**src/rtl/pet_event_scheduler_pkg.sv**
```systemverilog
`default_nettype none
// +--------------------------------------------------------------------+
// | pet_event_scheduler_pkg                                             |
// | Stat codes, scheduler FSM encoding and update record for the pet.   |
// | Revision: 1.0                                                       |
// +--------------------------------------------------------------------+
package pet_event_scheduler_pkg;

  typedef enum logic [1:0] {
    STAT_ENERGY = 2'd0,
    STAT_HUNGER = 2'd1,
    STAT_ENTERT = 2'd2
  } stat_e;

  localparam logic [0:0] ST_IDLE  = 1'b0;
  localparam logic [0:0] ST_ISSUE = 1'b1;

  // Pending-flag slots: 0..2 are the timer sources (same as stat code), 3 is feed.
  localparam logic [1:0] SRC_FEED = 2'd3;

  typedef struct packed {
    stat_e stat;
    logic  inc;
  } upd_t;

  function automatic logic [1:0] rr_next(input logic [1:0] idx);
    return (idx == 2'd2) ? 2'd0 : idx + 2'd1;
  endfunction

endpackage
`default_nettype wire

```
**src/rtl/pet_event_scheduler_ms_period_timer.sv**
```systemverilog
`default_nettype none
// +--------------------------------------------------------------------+
// | ms_period_timer                                                     |
// | Counts ms ticks and pulses wrap_o on the tick that completes a period.|
// | Revision: 1.0                                                       |
// +--------------------------------------------------------------------+
module ms_period_timer #(
  parameter int PERIOD_MS = 2
) (
  input  logic clk,
  input  logic rst,
  input  logic tick_i,
  input  logic en_i,
  output logic wrap_o
);

  localparam int         CW   = $clog2(PERIOD_MS + 1);
  localparam logic [CW-1:0] LAST = CW'(PERIOD_MS - 1);

  logic [CW-1:0] cnt_q, cnt_d;

  always_comb begin
    cnt_d  = cnt_q;
    wrap_o = 1'b0;
    if (tick_i && en_i) begin
      if (cnt_q == LAST) begin
        cnt_d  = '0;
        wrap_o = 1'b1;
      end else begin
        cnt_d = cnt_q + 1'b1;
      end
    end
  end

  always_ff @(posedge clk) begin
    if (!rst) cnt_q <= '0;
    else      cnt_q <= cnt_d;
  end

endmodule
`default_nettype wire

```
**src/rtl/pet_event_scheduler.sv**
```systemverilog
`default_nettype none
// +--------------------------------------------------------------------+
// | pet_event_scheduler                                                 |
// | Turns periodic timers and feed presses into one-at-a-time stat updates.|
// | Revision: 1.0                                                       |
// +--------------------------------------------------------------------+
module pet_event_scheduler
  import pet_event_scheduler_pkg::*;
#(
  parameter int COUNT_MAX = 50000,
  parameter int ENER_MS   = 40000,
  parameter int FEED_MS   = 10000,
  parameter int ENTERT_MS = 20000
) (
  input  logic       clk,
  input  logic       rst,
  input  logic       feed_req,
  input  logic       sleeping,
  input  logic       playing,
  input  logic       dead,
  output logic       upd_valid,
  input  logic       upd_ready,
  output logic [1:0] upd_stat,
  output logic       upd_inc,
  output logic [7:0] drop_cnt
);

  localparam int PW = $clog2(COUNT_MAX + 1);

  logic [PW-1:0] pre_q, pre_d;
  logic          ms_tick;
  logic [2:0]    tmr_fire;
  logic          feed_q;
  logic          feed_edge;
  logic [3:0]    pend_q, pend_d;
  logic [3:0]    set_vec, clr_vec, drop_vec;
  logic [2:0]    n_drop;
  logic [8:0]    drop_sum;
  logic [7:0]    drop_q, drop_d;
  logic [0:0]    state_q, state_d;
  logic          accept;
  logic          load;
  logic [1:0]    rr_q, src_q;
  logic [1:0]    cand0, cand1, cand2;
  logic [1:0]    arb_src;
  upd_t          arb_upd, gnt_q;

  always_comb begin
    ms_tick = (pre_q == PW'(COUNT_MAX - 1));
    pre_d   = ms_tick ? '0 : pre_q + 1'b1;
  end

  // Slot order matches the stat codes: energy, hunger, entertainment.
  generate
    for (genvar gi = 0; gi < 3; gi++) begin : g_timer
      ms_period_timer #(
        .PERIOD_MS((gi == 0) ? ENER_MS : (gi == 1) ? FEED_MS : ENTERT_MS)
      ) u_tmr (
        .clk    (clk),
        .rst    (rst),
        .tick_i (ms_tick),
        .en_i   (~dead),
        .wrap_o (tmr_fire[gi])
      );
    end
  endgenerate

  always_comb begin
    feed_edge = feed_req & ~feed_q & ~dead;
    set_vec   = {feed_edge, tmr_fire};
    accept    = (state_q == ST_ISSUE) && upd_ready && !dead;
    clr_vec   = accept ? (4'b0001 << src_q) : 4'b0000;
    drop_vec  = set_vec & pend_q & ~clr_vec;
    pend_d    = dead ? 4'b0000 : ((pend_q & ~clr_vec) | set_vec);
    n_drop    = 3'(drop_vec[0]) + 3'(drop_vec[1]) + 3'(drop_vec[2]) + 3'(drop_vec[3]);
    drop_sum  = {1'b0, drop_q} + {6'd0, n_drop};
    drop_d    = drop_sum[8] ? 8'hFF : drop_sum[7:0];
  end

  // Feed wins outright; timers rotate starting after the last timer granted.
  always_comb begin
    cand0   = rr_q;
    cand1   = rr_next(rr_q);
    cand2   = rr_next(cand1);
    arb_src = SRC_FEED;
    arb_upd = '{stat: STAT_HUNGER, inc: 1'b1};
    if (!pend_q[SRC_FEED]) begin
      if (pend_q[cand0])      arb_src = cand0;
      else if (pend_q[cand1]) arb_src = cand1;
      else                    arb_src = cand2;
      arb_upd.stat = stat_e'(arb_src);
      case (arb_src)
        2'd0:    arb_upd.inc = sleeping;
        2'd2:    arb_upd.inc = playing;
        default: arb_upd.inc = 1'b0;
      endcase
    end
  end

  always_ff @(posedge clk) begin
    if (!rst) state_q <= ST_IDLE;
    else      state_q <= state_d;
  end

  always_comb begin
    state_d = state_q;
    case (state_q)
      ST_IDLE:  if (!dead && (|pend_q))  state_d = ST_ISSUE;
      ST_ISSUE: if (dead || upd_ready)   state_d = ST_IDLE;
      default:                           state_d = ST_IDLE;
    endcase
  end

  always_comb begin
    upd_valid = (state_q == ST_ISSUE);
    upd_stat  = gnt_q.stat;
    upd_inc   = gnt_q.inc;
    drop_cnt  = drop_q;
  end

  assign load = (state_q == ST_IDLE) && (state_d == ST_ISSUE);

  always_ff @(posedge clk) begin
    if (!rst) begin
      pre_q  <= '0;
      feed_q <= 1'b0;
      pend_q <= 4'b0000;
      drop_q <= 8'd0;
      rr_q   <= 2'd0;
      src_q  <= 2'd0;
      gnt_q  <= '0;
    end else begin
      pre_q  <= pre_d;
      feed_q <= feed_req;
      pend_q <= pend_d;
      drop_q <= drop_d;
      if (load) begin
        src_q <= arb_src;
        gnt_q <= arb_upd;
        if (arb_src != SRC_FEED) rr_q <= rr_next(arb_src);
      end
    end
  end

endmodule
`default_nettype wire

```
**config.mk**
```make
export PLATFORM = sky130hd
export DESIGN_NAME = pet_event_scheduler
export DESIGN_NICKNAME = d
export VERILOG_FILES = /design/src/rtl/pet_event_scheduler_pkg.sv /design/src/rtl/pet_event_scheduler_ms_period_timer.sv /design/src/rtl/pet_event_scheduler.sv
export SDC_FILE = /design/constraint.sdc
export NUM_CORES = 1
export LEC_CHECK = 0
export CORE_MARGIN = 2
export CORE_UTILIZATION = 40
export DETAILED_ROUTE_END_ITERATION = 12
export PLACE_DENSITY = 0.53
export SLEW_MARGIN = 20
export SYNTH_ARGS = -nofsm -noshare
export SYNTH_HDL_FRONTEND = slang
export SYNTH_SLANG_ARGS = --single-unit
```
**constraint.sdc**
```tcl
create_clock -name clk -period 5.2 [get_ports clk]
set_input_delay 1.04 -clock clk [delete_from_list [all_inputs] [get_ports clk]]
set_output_delay 1.04 -clock clk [all_outputs]
set_load 0.02 [all_outputs]
```
==> out/metrics.yaml <==
status: "finished clean"
layout_common_cells: "dfxtp_1, a21oi_1, o21ai_0, nor2_1, or3_1"
grt_pass1_vias: 3324
cap_violations: 0
detail_route.wl_per_cell_um: 14.6
slowest_delay_ns: 0.50
drt_iter0_drc: 133
synth_top_area_cell: "dfxtp_1"
port_buffers: 18
synth_top_area_share_pct: 40.0
dieArea_um2: 11000
die_h_um: 105
grt_max_degree: 73
critPathTopFamily: "simple AND/OR/NAND/NOR gates"
async_flop_share_pct: 0
critPathKind: "input pin to flop"
clock_latency_ns: 0.35
start_util_pct: 41.3
vias: 3559
post_cts_buffers: 0
synthFlopType: "dfxtp_1"
synth_cells: 471
finClkSkew_ns: 0.0170
ys.warnings.count: 0
crit_path_frequent_cell: "fa_1"
antenna_left: 0
syn_area_per_cell_um2: 8.60
setup_viol_count_final: 0
cellPowerDensity_nw_per_um2: 255
fin_crit_sh_pct: 85.8
fmax_mhz: 224
post-route-util_pct: 46.3
wl_met3_um: 291
dp_hpwl_um: 6130
die_w_um: 105
period_minus_slack_ns: 4.46
critPathMaxFanout: 9
overflow: 0
max_slew_margin_pct: 30.6
antenna_found_initial: 0
cts_made_buffers: 9
drc: 0
drive_gt1_share_pct: 6.17
grt_first_pass_wirelength_um: 15500
finalMaxSlewViolations: 0
crit_chain: "clkdlybuf4s50_1 -> and4b_1 -> nand4_2 -> nor4_1 -> nand2_1 -> fa_1 -> fa_1 -> inv_1 -> fa_1 -> nand2_1 -> nor2_1 -> nand3_1 -> a21oi_1"
multi_input_area_um2: 2280
row_count: 36
ios: 19
worstSetupStartpointType: "input pin"
wl_met1_um: 4340
highest_layer: "met4"
routed_wl_um: 9020
holdBufCountCts: 0
area_growth_pct: 12.3
grtUsageTotal_pct: 17.0
cts_resized: 0
path_buf_inv: 2
cp.required_ns: 5.45
syn-num-nets: 486
rsz0062_at_grt: "no"
synth_top_cells_by_area: "dfxtp_1, a21oi_1, or3_1"
gp_congestion: 0.795
synth_edf_count: 0
final_common_cell: "dfxtp_1"
ir_drop_mv: 0.156
vias_per_cell: 5.75
first_pass_iters: 5
synth_seq_cells: 81
core_um2: 9820
critPathSlowestCell: "fa_1"
clockBufferDepth: 2
cts_tree: "built"
cts_sinks: 81
syn-cell-area_um2: 4050
hold_violations: 0
root_buffer: "clkbuf_8"
seqCellArea_um2: 1620
worst_pin_slew_ns: 1.03
yosysUniqueCellTypes: 50
cp_data_arrival_time_ns: 4.72
antenna_cells: 0
n_fill_cell: 1020
seq_area_frac_synth_pct: 40.0
tns_ns: 0
hp-class: "flop to flop"
layout.nets: 497
crit_path_end_kind: "flop"
wl_met2_um: 4350
cts_htree_levels: 3
clk_pin_slew_ns: 0.09
leakagePower_uw: 0.00140
==> synth_stat cells, drive strengths merged, types with 3 or more instances <==
cell type   n
dfxtp      81
a21oi      54
o21ai      30
nor2       28
or3        26
nand4      25
nand2      24
nand3      22
o31ai      21
or4        21
clkbuf     17
xor2       15
inv        13
and4        9
nor4b       8
and2        7
nand2b      7
buf         6
and3        5
ha          5
mux2i       4
nor3        4
nor4        4
fa          3
nor2b       3
o41ai       3
or4b        3
xnor2       3
==> layout make-up <==
cell class	count	share of cell area, %
Clock buffer	10	2.81
Clock inverter	5	1.79
Inverter	14	1.16
Multi-Input combinational cell	353	50.2
Sequential cell	81	35.6
Tap cell	133	3.66
Timing Repair Buffer	23	4.79
==> cell families after synthesis <==
logic type	share of synthesized area, %
xor+xnor	3.89
fa+ha+maj	3.03
compound gates	17.2
buf+inv	3.67
simple gates	30.9
mux	1.27
flops	40.0
==> final timing paths <==
kind	from	to	slack (ns)	cells past startpoint
worst min-delay path	pre_q[0]	pre_q[0]	0.45	1
worst min register to register	pre_q[0]	pre_q[0]	0.45	1
worst max register to register	pre_q[4]	drop_cnt[0]	1.34	12
worst max-delay path	dead	drop_cnt[0]	0.74	13
==> metal layers <==
metal  vias to the layer above  global-route usage [%]
li1                       1791                       -
met1                      1714                    21.8
met2                        50                    28.7
met3                         4                    4.05
met4                         0                    4.76
met5                         -                       0
==> power breakdown <==
| part | internal, uW | leakage, uW | switching [uW] |
|---|---|---|---|
| registers | 624 | 0.000653 | 3.45 |
| clock network | 268 | 0.000102 | 232 |
| logic | 14.0 | 0.000642 | 20.4 |
| total | 906 | 0.00140 | 255 |
==> stage by stage <==
step | cells | total power [uW] | instance area, um2 | worst slack, ns | hold slack, ns
after floorplan | 471 | 661 | 4050 | 1.06 | 0.413
after global placement | 604 | 676 | 4340 | 0.537 | 0.420
after detailed placement | 604 | 677 | 4340 | 0.464 | 0.445
after CTS | 619 | 1180 | 4550 | 0.715 | 0.462
after global routing | 619 | 1210 | 4550 | 0.325 | 0.481
final | 619 | 1160 | 4550 | 0.737 | 0.451
==> state kept, by name (all words and copies together), names as in the netlist <==
name / count
g_timer.u_tmr.cnt_q: 45
src_q: 2
feed_q: 1
upd_stat: 1
pend_q: 4
upd_inc: 1
cand0: 2
upd_valid: 1
pre_q: 16
drop_cnt: 8
==> worst reg2reg max path, delay by kind of cell (launching register included) <==
family                     cells  cell delay, ns
DFF                            1            0.38
buffers and inverters          1            0.09
adders and majority gates      3            1.18
AOI/OAI and AO/OA              1            0.23
and+or+nand+nor                7            1.88
Note: power is estimated with default switching activity, not from simulation.
